===== src/rtl/vga_box_pattern.sv =====
// rtl/vga_box_pattern.sv - bouncing-box pixel source for vga_drive
// Registered RGB per pixel: blank outside active area, box over border over background.
module vga_box_pattern #(
  parameter int          H_ACTIVE     = 640,
  parameter int          V_ACTIVE     = 480,
  parameter int          BOX_SIZE     = 32,
  parameter int          STEP         = 2,
  parameter int          FRAME_DIV    = 1,
  parameter logic [23:0] BOX_COLOR    = 24'hFF0000,
  parameter logic [23:0] BG_COLOR     = 24'h0000FF,
  parameter logic [23:0] BORDER_COLOR = 24'hFFFFFF
) (
  input  logic        clk,
  input  logic        rst,
  input  logic [11:0] addr_h,
  input  logic [11:0] addr_v,
  output logic [23:0] rgb_data,
  output logic        corner_hit
);

  localparam int             FW        = (FRAME_DIV > 1) ? $clog2(FRAME_DIV) : 1;
  localparam logic [FW-1:0]  FCNT_LAST = FW'(FRAME_DIV - 1);
  localparam logic [12:0]    H_LIM     = 13'(H_ACTIVE);
  localparam logic [12:0]    V_LIM     = 13'(V_ACTIVE);
  localparam logic [12:0]    SZ_STEP   = 13'(BOX_SIZE + STEP);
  localparam logic [12:0]    SZ        = 13'(BOX_SIZE);
  localparam logic [11:0]    STEP_W    = 12'(STEP);
  localparam logic [11:0]    X_MAX     = 12'(H_ACTIVE - BOX_SIZE);
  localparam logic [11:0]    Y_MAX     = 12'(V_ACTIVE - BOX_SIZE);

  typedef enum logic [1:0] {DR, DL, UR, UL} dir_t;

  dir_t          dir, dir_nxt;
  logic [11:0]   box_x, box_y, box_x_nxt, box_y_nxt;
  logic [FW-1:0] fcnt, fcnt_nxt;
  logic          colour_sel, colour_sel_nxt;
  logic          fe, fe_d, upd_evt, do_move;
  logic          x_inc, y_inc, x_inc_nxt, y_inc_nxt;
  logic          flip_x, flip_y, hit_nxt;
  logic          in_active, in_box, on_border;
  logic [23:0]   pix_nxt;

  assign fe      = (addr_h == 12'(H_ACTIVE - 1)) && (addr_v == 12'(V_ACTIVE - 1));
  assign upd_evt = fe && !fe_d;
  assign do_move = upd_evt && (fcnt == FCNT_LAST);
  assign x_inc   = (dir == DR) || (dir == UR);
  assign y_inc   = (dir == DR) || (dir == DL);

  always_comb begin
    box_x_nxt      = box_x;
    box_y_nxt      = box_y;
    fcnt_nxt       = fcnt;
    colour_sel_nxt = colour_sel;
    dir_nxt        = dir;
    flip_x         = 1'b0;
    flip_y         = 1'b0;
    x_inc_nxt      = x_inc;
    y_inc_nxt      = y_inc;
    hit_nxt        = 1'b0;
    if (upd_evt)
      fcnt_nxt = do_move ? '0 : fcnt + FW'(1);
    if (do_move) begin
      // 13-bit sums keep the far-edge test free of wrap-around
      if (x_inc) begin
        if ({1'b0, box_x} + SZ_STEP >= H_LIM) begin
          box_x_nxt = X_MAX;
          flip_x    = 1'b1;
        end else begin
          box_x_nxt = box_x + STEP_W;
        end
      end else if (box_x <= STEP_W) begin
        box_x_nxt = '0;
        flip_x    = 1'b1;
      end else begin
        box_x_nxt = box_x - STEP_W;
      end
      if (y_inc) begin
        if ({1'b0, box_y} + SZ_STEP >= V_LIM) begin
          box_y_nxt = Y_MAX;
          flip_y    = 1'b1;
        end else begin
          box_y_nxt = box_y + STEP_W;
        end
      end else if (box_y <= STEP_W) begin
        box_y_nxt = '0;
        flip_y    = 1'b1;
      end else begin
        box_y_nxt = box_y - STEP_W;
      end
      x_inc_nxt = x_inc ^ flip_x;
      y_inc_nxt = y_inc ^ flip_y;
      case ({y_inc_nxt, x_inc_nxt})
        2'b11:   dir_nxt = DR;
        2'b10:   dir_nxt = DL;
        2'b01:   dir_nxt = UR;
        default: dir_nxt = UL;
      endcase
      hit_nxt = flip_x && flip_y;
      if (hit_nxt)
        colour_sel_nxt = ~colour_sel;
    end
  end

  // Pixel colour is resolved against the pre-update box position
  always_comb begin
    in_active = (addr_h < 12'(H_ACTIVE)) && (addr_v < 12'(V_ACTIVE));
    in_box    = (addr_h >= box_x) && ({1'b0, addr_h} < {1'b0, box_x} + SZ) &&
                (addr_v >= box_y) && ({1'b0, addr_v} < {1'b0, box_y} + SZ);
    on_border = (addr_h == 12'd0) || (addr_h == 12'(H_ACTIVE - 1)) ||
                (addr_v == 12'd0) || (addr_v == 12'(V_ACTIVE - 1));
    if (!in_active)
      pix_nxt = 24'h000000;
    else if (in_box)
      pix_nxt = colour_sel ? ~BOX_COLOR : BOX_COLOR;
    else if (on_border)
      pix_nxt = BORDER_COLOR;
    else
      pix_nxt = BG_COLOR;
  end

  always_ff @(posedge clk or posedge rst) begin
    if (rst) begin
      dir        <= DR;
      box_x      <= '0;
      box_y      <= '0;
      fcnt       <= '0;
      colour_sel <= 1'b0;
      fe_d       <= 1'b0;
      rgb_data   <= '0;
      corner_hit <= 1'b0;
    end else begin
      dir        <= dir_nxt;
      box_x      <= box_x_nxt;
      box_y      <= box_y_nxt;
      fcnt       <= fcnt_nxt;
      colour_sel <= colour_sel_nxt;
      fe_d       <= fe;
      rgb_data   <= pix_nxt;
      corner_hit <= hit_nxt;
    end
  end

endmodule


===== config.mk =====
export PLATFORM = sky130hd
export DESIGN_NAME = vga_box_pattern
export DESIGN_NICKNAME = d
export VERILOG_FILES = /design/src/rtl/vga_box_pattern.sv
export SDC_FILE = /design/constraint.sdc
export NUM_CORES = 1
export LEC_CHECK = 0
export ABC_AREA = 1
export CORE_MARGIN = 4
export CORE_UTILIZATION = 30
export DETAILED_ROUTE_END_ITERATION = 16
export PLACE_DENSITY = 0.6
export SYNTH_ARGS = -nofsm -noshare
export SYNTH_HDL_FRONTEND = slang
export SYNTH_SLANG_ARGS = --single-unit
export TNS_END_PERCENT = 10

===== constraint.sdc =====
create_clock -name clk -period 6.1 [get_ports clk]
set_clock_uncertainty 0.1 [all_clocks]
set_input_delay 1.22 -clock clk [delete_from_list [all_inputs] [get_ports clk]]
set_output_delay 1.22 -clock clk [all_outputs]
set_load 0.1 [all_outputs]

# [After elaboration in Yosys (flattened, before gate mapping)]
# Index checks and enable logic that the tools add are counted.
[totals] reg_bits=54 latchBits=0 mem_bits_rw=0 romBits=0 word_cells=77 mem_count=0
[op_classes] n_addsub=9 n_mul=0 div_mod_pow=0 order_cmp=10 n_eq_ne=7 n_shift=0 n_mux=21 bitwise_logic=4 n_reduce_logical=18
[ops] cell="24-bit 2-to-1 mux" count=4
[ops] cell="12-bit 2-to-1 mux" count=6
[ops] cell="12-bit by 6-bit adder with 13-bit output, second input constant" count=4
[ops] cell="12-bit by 13-bit < comparator with 1-bit output" count=2
[ops] cell="12-bit by 2-bit adder with 12-bit output, second input constant" count=2
[ops] cell="12-bit >= comparator" count=2
[ops] cell="12-bit by 2-bit <= comparator with 1-bit output, second input constant" count=2
[ops] cell="12-bit logical NOT" count=2
[ops] cell="12-bit by 2-bit subtractor with 12-bit output, second input constant" count=2
[ops] cell="13-bit by 10-bit >= comparator with 1-bit output, second input constant" count=1
[ops] cell="13-bit by 9-bit >= comparator with 1-bit output, second input constant" count=1
[ops] cell="12-bit by 10-bit == test with 1-bit output, second input constant" count=1
[ops] cell="12-bit by 9-bit == test with 1-bit output, second input constant" count=1
[ops] cell="12-bit by 10-bit < comparator with 1-bit output, second input constant" count=1
[ops] cell="12-bit by 9-bit < comparator with 1-bit output, second input constant" count=1
[ops] cell="1-bit 2-to-1 mux" count=10
[ops] cell="1-bit logical AND" count=8
[ops] cell="2-bit == test, second input constant" count=3
[ops] cell="2-bit one-hot mux with 3 select lines" count=1
[ops] cell="1-bit logical OR" count=5
[ops] cell="2-bit by 1-bit == test with 1-bit output, second input constant" count=2
[ops] cell="2-bit logical NOT" count=1
[ops] cell="1-bit inverter" count=2
[ops] cell="2-bit AND reduction" count=1
[ops] cell="other kinds (3)" count=4

# [Longest topological paths before layout]
# Gate-level depths: netlist of the first run.
[depth] ltp_word=8 ltp_mapped=18

# [Worst setup path after synthesis of the first run]
# Ideal clock, no wire load.
[synth_path] path_type="register to output" startpoint="reg rgb_data[15] (netlist name)" endpoint="out rgb_data[10]" arrival_time_ns=1.424 setup_slack_ns=3.356 stages_incl_launch_ff=2 cell_sequence="dfrtp_1 -> buf_4"
[synth_rtl] element="to (decl)" line_no="17" text="output logic [23:0] rgb_data,"

# [Worst setup path after layout of the first run]
[layout_path] startpoint="in addr_v[10]" endpoint="reg box_y[9]"
[layout_between] elab_chain_cells=4
[layout_lines] element="from (decl)" line_no="16" text="input logic [11:0] addr_v,"
[layout_lines] element="12-bit by 9-bit == test with 1-bit output" line_no="43" text="assign fe = (addr_h == 12'(H_ACTIVE - 1)) && (addr_v == 12'(V_ACTIVE - 1));"
[layout_lines] element="1-bit logical AND" line_no="43"
[layout_lines] element="net fe" line_no="37" text="logic fe, fe_d, upd_evt, do_move;"
[layout_lines] element="1-bit logical AND" line_no="44" text="assign upd_evt = fe && !fe_d;"
[layout_lines] element="1-bit logical AND" line_no="45" text="assign do_move = upd_evt && (fcnt == FCNT_LAST);"
[layout_lines] element="to (signal assigned)" line_no="134" text="box_y <= box_y_nxt;"
[layout_lines] element="to (decl)" line_no="34" text="logic [11:0] box_x, box_y, box_x_nxt, box_y_nxt;"
# The timed path passes the listed nets, and every way through them passes these cells.
# A chain may end at the register's enable or synchronous reset.

==> summary.md, run 1 <==
| Metric | Value |
|---|---|
| PD cells | `113.2 mW/mm2` |
| Pin count of the biggest net entering global routing | `32` |
| Main synth FF type | `dfrtp_1` |
| Seq cells post-synth | `31` |
| H-tree levels | `2` |
| Fin nets | `654` |
| Max Cap Viol | `0` |
| Max Slew Vio Count | `0` |
| Clock transition at path regs | `roughly 50 ps` |
| Vias | `3765` |
| Top-area cell type share of the netlist area | `approximately 20%` |
| Storage cell area | `between 700 and 800 um2` |
| Gpl congestion | `roughly 0.91` |
| Synthesized cell area | `around 0.0039 mm2` |
| # rows | `41` |
| Vias in the first global route | `3453` |
| IO Pins | `51` |
| Hold Fails Final Rpt | `0` |
| Vias per cell | `about 5.0` |
| Fmax | `around 300 MHz` |
| Fillcell total | `roughly 1400` |
| Multi-input gate area | `around 0.0027 mm2` |
| Die area | `between 0.015 and 0.02 mm2` |
| Layout cells sized above 1 | `~8.4%` |
| Total CTS buffers | `5` |
| Arr. time, crit path | `approximately 3300 ps` |
| Pre-CTS setup slack | `about 2500 ps` |
| Antenna Nets Post-Route | `0` |
| CTS resizes | `0` |
| Yosys cell types | `44` |
| Die Ht | `122.7 um` |
| Final min period | `3274 ps` |
| CTS Sinks | `31` |
| Outcome | `finished, final reports clean` |
| Avg WL per Cell | `roughly 14 um` |
| Clock Latency Late Sink | `280 ps` |
| Post-synthesis sequential area ratio | `roughly 20%` |
| Required @ worst endpoint | `approximately 6000 ps` |
| Hold WC Path Type | `flop to flop` |
| Worst Path Max Fanout | `30` |
| DP HPWL | `between 8000 and 9000 um` |
| Count leader, synth | `nand2_1` |
| Die Wd | `around 120 um` |
| Final critical-path share of the clock period | `a little over half` |
| Slew Limit Headroom | `34.71%` |
| Top cells by count, synth | `nand2_1 (119), nor2_1 (51), ha_1 (48), inv_1 (44), nand3_1 (42)` |
| CP startpoint kind | `input pin` |
| LEAKAGE | `2.081 nW` |
| Post-Syn Nets | `roughly 630` |
| Drt pass-1 iters | `4` |
| Diode count | `0` |
| Yosys Warn Count | `0` |
| Worst setup EP type | `flop` |
| FFs w/ async S/R, synth | `100.0%` |
| Area leader, netlist | `dfrtp_1` |
| Core area | `around 0.013 mm2` |
| # setup viols final | `0` |
| Post-synth EDFFs | `0` |
| Crit Path Category | `input pin to flop` |
| CTS tree | `built` |
| Area grow syn2layout | `14.46%` |
| RSZ-0062 raised after global routing | `no` |
| Top post-synthesis cells by area | `dfrtp_1 (20%), ha_1 (15%), nand2_1 (11%)` |
| First-pass GRT wire length | `17520 um` |
| Hold Buf Count CTS | `0` |
| Port buffer count | `50` |
| Clock tree buffer depth | `2` |
| GRT overflow | `0` |
| Post-route setup slack | `around 2800 ps` |
| Peak supply drop | `roughly 150 uV` |
| Final WL | `roughly 11000 um` |
| Total track usage | `between 10% and 20%` |
| Initial Util | `31.01%` |
| Initial antenna violation count | `0` |
| Clock root buffer | `clkbuf_16` |
| Setup TNS | `0 ps` |
| Synthesized area per cell | `roughly 7 um2` |
| Drt drc | `0` |
| Worst-Margin Slew | `around 980 ps` |
| Initial DRC count | `263` |
| Post-Syn Instances | `559` |
| Post-CTS Setup Bufs | `0` |
==> metrics by stage <==
stage          hold WS [ps]  utilization, %  total power, mW  cell area (um2)  std cells
2_1_floorplan         350.4               -           0.2402             3945        559
3_5_place_dp          371.4           34.38           0.2730             4374        745
3_3_place_gp          363.3           34.38           0.2715             4374        745
4_1_cts               381.2           35.49           0.5176             4516        753
5_1_grt               401.3           35.49           0.5335             4516        753
6_report              376.2           35.49           0.5112             4516        753
==> layout make-up <==
class                   count  area share [%]
repair buffers             51           11.25
inverters                  55           4.572
multi-input cells         436           59.10
clock inverters             2          0.2771
clock buffers               6           2.854
well taps                 172           4.766
flip-flops and latches     31           17.18
==> worst paths after layout <==
path	startpoint	slack, ps	cells after the start	to
setup / recovery	addr_v[10]	2830	11	box_y[9]
hold / removal	colour_sel	380	2	colour_sel
setup reg to reg	box_x[6]	3390	18	rgb_data[22]
hold reg to reg	colour_sel	380	2	colour_sel
max in group asynchronous	rst	4360	3	rgb_data[22]
min in group asynchronous	rst	1230	3	box_y[5]
==> cells in the final DEF, fill, tap and decap left out, drive strengths merged, types with 3 or more instances in the layout <==
cell           synthesis  final
a22oi                  5      5
nor4                   5      5
nor3                  10     10
nand4                 18     18
clkbuf                 2      6
o21a                   4      4
o211ai                 4      4
nand3                 45     45
ha                    48     48
inv                   53     53
clkdlybuf4s50          0     50
a2bb2oi                3      3
a21oi                 41     41
a211oi                 3      3
o21ai                 18     18
nand2                124    124
nor2                  66     66
dfrtp                 31     31
clkinv                 2      3
xor2                  24     24
a21boi                 4      4
==> metal layers <==
layer  up-vias  global-route usage (%)  routed length, um
met1      1735                   20.57               5087
li1       1901                       -                  -
met3        11                   1.843                640
met4         0                   3.779                187
met5         -                       0                  0
met2       118                   23.13               4776
==> state kept, by name, indices dropped and copies added (netlist names) <==
register	flops
box_x	11
box_y	11
rgb_data	3
dir	2
colour_sel	1
corner_hit	1
fcnt	1
fe_d	1
==> where the power goes <==
group	switching (mW)	internal, mW	total, mW
sequential	0.000146	0.206	0.206
combinational	0.0358	0.0275	0.0633
clock	0.0915	0.150	0.242
total	0.127	0.384	0.511
==> worst max-delay path, cell delays in order <==
cell and delay (ps):
clkdlybuf4s50_1 470, nor2_2 240, nand2_1 140, nor2_2 150
nand3_1 150, nor2_2 140, nand2_2 80, nor2_4 170
inv_2 250, a21oi_1 210, a22oi_1 80
==> cell families after synthesis <==
kind of cell,Yosys count,share of synthesized area [%]
simple gates,275,33.33
buf+inv,92,12.69
compound gates,89,13.76
fa+ha+maj,48,15.22
flops,31,19.66
xor+xnor,24,5.328
(Power assumes the default switching activity.)
==> run 2: changes to the inputs <==
Settings changed: PLACE_DENSITY 0.6 to 0.61.
Clock period 6.1 ns to 2.7 ns, I/O delays scaled along.
==> run 2 against run 1 <==
Clock power rose by 130%. Combinational power increased by 130%. Design area increased by 3.0%. Highest routed layer unchanged.
==> summary.md, run 2 (synthesized netlist as in run 1, its figures left out) <==
| Metric | Value |
|---|---|
| Slew Limit Headroom | `62.83%` |
| Total CTS buffers | `5` |
| DP HPWL | `~8800 um` |
| Fmax | `414.8 MHz` |
| CTS tree | `built` |
| Initial Util | `between 30% and 40%` |
| Pin count of the biggest net entering global routing | `32` |
| Final critical-path share of the clock period | `between 80% and 90%` |
| Critical path cell sequence | `buf_4, inv_1, ha_1, inv_1, ha_1, a21oi_1, o21a_1, nor2_1, nor2_1, nand2_1, nor2_1, nand3_1, nand2_1, nand2_1, nor2_1` |
| Total power | `1.176 mW` |
| Pre-CTS setup slack | `-58.04 ps` |
| CP max stage delay | `410 ps` |
| Initial antenna violation count | `0` |
| IO Pins | `51` |
| Final min period | `roughly 2400 ps` |
| RSZ-0062 raised after global routing | `no` |
| Final WL | `around 11000 um` |
| Vias | `between 3000 and 4000` |
| H-tree levels | `2` |
| # setup viols final | `0` |
| PD cells | `roughly 250 mW/mm2` |
| Die Ht | `approximately 120 um` |
| Vias per cell | `4.873` |
| LEAKAGE | `2.253 nW` |
| Die Wd | `122.7 um` |
| Core area | `about 0.013 mm2` |
| Hold Buf Count CTS | `0` |
| Port buffer count | `50` |
| # rows | `41` |
| Avg WL per Cell | `approximately 14 um` |
| Worst-Margin Slew | `556.7 ps` |
| Peak supply drop | `~220 uV` |
| Required @ worst endpoint | `2800 ps` |
| Initial DRC count | `approximately 250` |
| Most frequent cells in the layout | `nand2_1 (119), nor2_1 (50), buf_4 (50)` |
| Outcome | `finished, final reports clean` |
| Hold WS | `384.5 ps` |
| CTS Sinks | `31` |
| CP startpoint kind | `flop` |
| Critical Path Most Common Cell | `nor2_1` |
| Worst path bufs/invs | `3` |
| Fin nets | `between 600 and 700` |
| Max Cap Viol | `0` |
| Max Slew Vio Count | `0` |
| Hold Fails Final Rpt | `0` |
| Crit Path Category | `flop to flop` |
| Drt pass-1 iters | `5` |
| Layout cells sized above 1 | `roughly 17%` |
| Largest registers | `box_x (11), box_y (11), rgb_data (3)` |
| Non-Filler Instances | `between 700 and 800` |
| Worst Path Max Fanout | `6` |
| Worst setup EP type | `flop` |
| Worst path slowest cell | `dfrtp_1` |
| Die area | `around 0.015 mm2` |
| Arr. time, crit path | `about 2500 ps` |
| First-pass GRT wire length | `~18000 um` |
| Commonest non-fill, non-tap cell in the layout | `nand2_1` |
| GRT overflow | `0` |
| Clock transition at path regs | `about 60 ps` |
| Gpl congestion | `a little under 0.9` |
| Total track usage | `about 15%` |
| Setup TNS | `0 ps` |
| Hold WC Path Type | `flop to flop` |
| Diode count | `0` |
| Clock Latency Late Sink | `between 200 and 300 ps` |
| Antenna Nets Post-Route | `0` |
| Post-route setup slack | `~290 ps` |
| DP Cell Count | `roughly 770` |
| Post-CTS Setup Bufs | `0` |
| Drt drc | `0` |
| Clock root buffer | `clkbuf_16` |
| Crit-path leading delay family | `simple AND/OR/NAND/NOR gates` |
| Clock tree buffer depth | `2` |
| Area grow syn2layout | `17.86%` |
| Vias in the first global route | `3677` |
-- run 2: metrics by stage --
step	util, %	instance area [um2]
finish	36.55	4649
detailed placement	35.31	4492
floorplan	-	3945
CTS	36.48	4641
global route	36.55	4649
global placement	35.31	4492
-- run 2: cell type report --
class                           count  area, um2
Tap cell                          172      215.2
Multi-Input combinational cell    436       2676
Clock buffer                        5      125.1
Sequential cell                    31      777.0
Clock inverter                      3      23.77
Timing Repair Buffer               75      625.6
Fill cell                        1352       8073
Inverter                           55      206.4
-- run 2: timing repair --
item / CTS / global route
setup endpoints to repair: 0 / 3
hold endpoints to repair: 0 / 0
gates resized for setup: 0 / 3
-- run 2: power breakdown --
group | switching, mW | internal (mW)
Clock | 0.219 | 0.344
Combinational | 0.0819 | 0.0657
Sequential | 0.000357 | 0.465
Total | 0.301 | 0.875
-- run 2: tightest hold or removal path, cell delays in order (launching register included) --
cell	delay (ps)
dfrtp_1	340
o21ai_1	60
nand2_1	50
-- run 2: final timing paths --
| check | startpoint | to | slack, ps | cells after the start |
|---|---|---|---|---|
| worst min register to register | colour_sel | colour_sel | 380 | 2 |
| worst max-delay path | box_x[6] | rgb_data[15] | 290 | 15 |
| min in group asynchronous | rst | box_y[4] | 550 | 3 |
| max in group asynchronous | rst | box_y[6] | 1630 | 3 |
| worst min-delay path | colour_sel | colour_sel | 380 | 2 |
| worst max register to register | box_x[6] | rgb_data[15] | 290 | 15 |
-- run 2: layer usage --
metal | GRT usage [%] | routed length [um]
met3 | 1.935 | 520
met1 | 20.29 | 5178
met5 | 0 | 0
met2 | 24.26 | 4930
met4 | 4.059 | 217
==> run 3: changes to the inputs <==
Settings changed: PLACE_DENSITY 0.61 to 0.54.
==> run 3 against run 2 <==
Final cell count rose by 0.51%. Largest power group unchanged. Total power increased by 0.19%. Fmax up 0.56%. Design area up 0.38%. Critical path depth decreased by 4. Wire length grew 4.8%. Count of clock-buffer cells in the layout is 1 higher. Sequential share of layout area fell by 0.063 points. Utilization is 0.14 points higher. Register-to-register slack improved by 20 ps. Via count grew 1.2%. Non-clock buffer count is 4 higher.
==> summary.md, run 3 (synthesized netlist as in run 1, its figures left out) <==
| Metric | Value |
|---|---|
| Outcome | `finished, final reports clean` |
| Area grow syn2layout | `18.30%` |
| Critical path startpoint | `addr_v[11]` |
| Worst R2R End | `rgb_data[22]` |
| Worst Path Max Fanout | `30` |
| Clock Latency Late Sink | `slightly below 300 ps` |
| PD cells | `252.5 mW/mm2` |
| Vias per cell | `between 4 and 5` |
| Crit Path Category | `input pin to flop` |
| Clock transition at path regs | `60 ps` |
| Layout cells sized above 1 | `between 10% and 20%` |
| Final min period | `approximately 2400 ps` |
| GRT overflow | `0` |
| Largest registers | `box_x (11), box_y (11), rgb_data (3)` |
| Slew Limit Headroom | `63.69%` |
| Setup TNS | `0 ps` |
| Fmax | `between 400 and 500 MHz` |
| Highest Signal Layer | `met4` |
| Fillcell total | `roughly 1400` |
| Die Ht | `122.7 um` |
| Final critical-path share of the clock period | `approximately 89%` |
| H-tree levels | `2` |
| LEAKAGE | `between 2 and 2.5 nW` |
| Total CTS buffers | `5` |
| Diode count | `0` |
| Multi-input gate area | `around 0.0027 mm2` |
| Gpl congestion | `0.8958` |
| HP Start | `colour_sel` |
| Arr. time, crit path | `between 2000 and 2500 ps` |
| Worst-Margin Slew | `between 500 and 600 ps` |
| Initial Util | `31.01%` |
| Clock root buffer | `clkbuf_16` |
| Hold WC Path Type | `flop to flop` |
| Worst setup EP type | `flop` |
| Met2 WL post-DR | `about 5000 um` |
| Vias in the first global route | `approximately 3700` |
| Drt drc | `0` |
| DRT met1 WL | `approximately 5400 um` |
| Critical Path Sink | `box_y[4]` |
| R2r worst-path depth | `18` |
| Placed Area | `between 0.004 and 0.005 mm2` |
| Total track usage | `15.61%` |
| Max Cap Viol | `0` |
| Port buffer count | `50` |
| Worst r2r src | `box_x[5]` |
| Die Wd | `between 100 and 150 um` |
| CTS tree | `built` |
| # rows | `41` |
| Required @ worst endpoint | `2740 ps` |
| Core area | `roughly 0.013 mm2` |
| Vias | `approximately 3800` |
| Peak supply drop | `183.5 uV` |
| Initial antenna violation count | `0` |
| Hold WS | `around 390 ps` |
| Initial DRC count | `about 250` |
| CP startpoint kind | `input pin` |
| IO Pins | `51` |
| Most frequent cells in the layout | `nand2_1 (119), buf_4 (54), nor2_1 (50)` |
| Antenna Nets Post-Route | `0` |
| Pin count of the biggest net entering global routing | `32` |
| Drt pass-1 iters | `5` |
| Design area | `around 0.0047 mm2` |
| Storage cell area | `approximately 780 um2` |
| Die area | `~0.015 mm2` |
| Avg WL per Cell | `approximately 15 um` |
| Clock tree buffer depth | `2` |
| Hold Fails Final Rpt | `0` |
| First-pass GRT wire length | `between 15000 and 20000 um` |
| Commonest non-fill, non-tap cell in the layout | `nand2_1` |
| WL met3 | `roughly 680 um` |
| Max Slew Vio Count | `0` |
| Fin nets | `682` |
| # setup viols final | `0` |
| CTS Sinks | `31` |
| DP HPWL | `between 9000 and 10000 um` |
| Reg2reg setup slack | `slightly above 300 ps` |
| Final WL | `~11000 um` |
| RSZ-0062 raised after global routing | `no` |
run 3: report_power, final:
group	total [mW]	internal, mW	leakage (nW)	switching (mW)
sequential	0.465	0.465	0.339	0.000352
combinational	0.151	0.0665	1.86	0.0840
clock	0.563	0.340	0.0669	0.223
total	1.18	0.872	2.27	0.307
run 3: per-stage QoR:
step | total power [mW] | cells | util [%] | setup WS (ps)
3_5_place_dp | 0.6252 | 770 | 35.37 | -15.67
2_1_floorplan | 0.5426 | 559 | - | 475.5
4_1_cts | 1.193 | 778 | 36.48 | 89.49
5_1_grt | 1.230 | 781 | 36.68 | 13.72
6_report | 1.179 | 781 | 36.68 | 302.3
3_3_place_gp | 0.6253 | 770 | 35.37 | -32.06
run 3: per-layer routing:
metal / vias to the layer above / global-route usage (%)
li1: 1962 / -
met1: 1765 / 22.20
met2: 93 / 24.39
met3: 10 / 2.949
met4: 0 / 3.709
met5: - / 0
run 3: how the worst min path moves through the flow:
stage	cells after the start	slack, ps	to
4_1_cts	2	400	colour_sel
2_1_floorplan	2	350	colour_sel
6_report	2	390	colour_sel
5_1_grt	2	430	colour_sel
3_3_place_gp	2	360	colour_sel
3_5_place_dp	2	380	colour_sel
run 3: layout make-up:
cell class	count	area share, %
Clock buffer	6	2.761
Clock inverter	2	0.2681
Inverter	55	4.424
Multi-Input combinational cell	436	57.24
Sequential cell	31	16.65
Tap cell	172	4.611
Timing Repair Buffer	79	14.05
run 3: worst max-delay path: stages:
cell and delay (ps):
clkdlybuf4s50_1 480, nor2_2 130, nand2_1 100, nor2_2 200
nand3_1 140, nor2_2 140, nand2_2 90, nor2_4 90
inv_2 210, a21oi_1 210, a22oi_1 90
run 3: timing repair:
item | in CTS | in global routing
hold buffers | 0 | 0
buffers inserted | 0 | 3
setup endpoints to repair | 0 | 3
gates resized for setup | 0 | 2
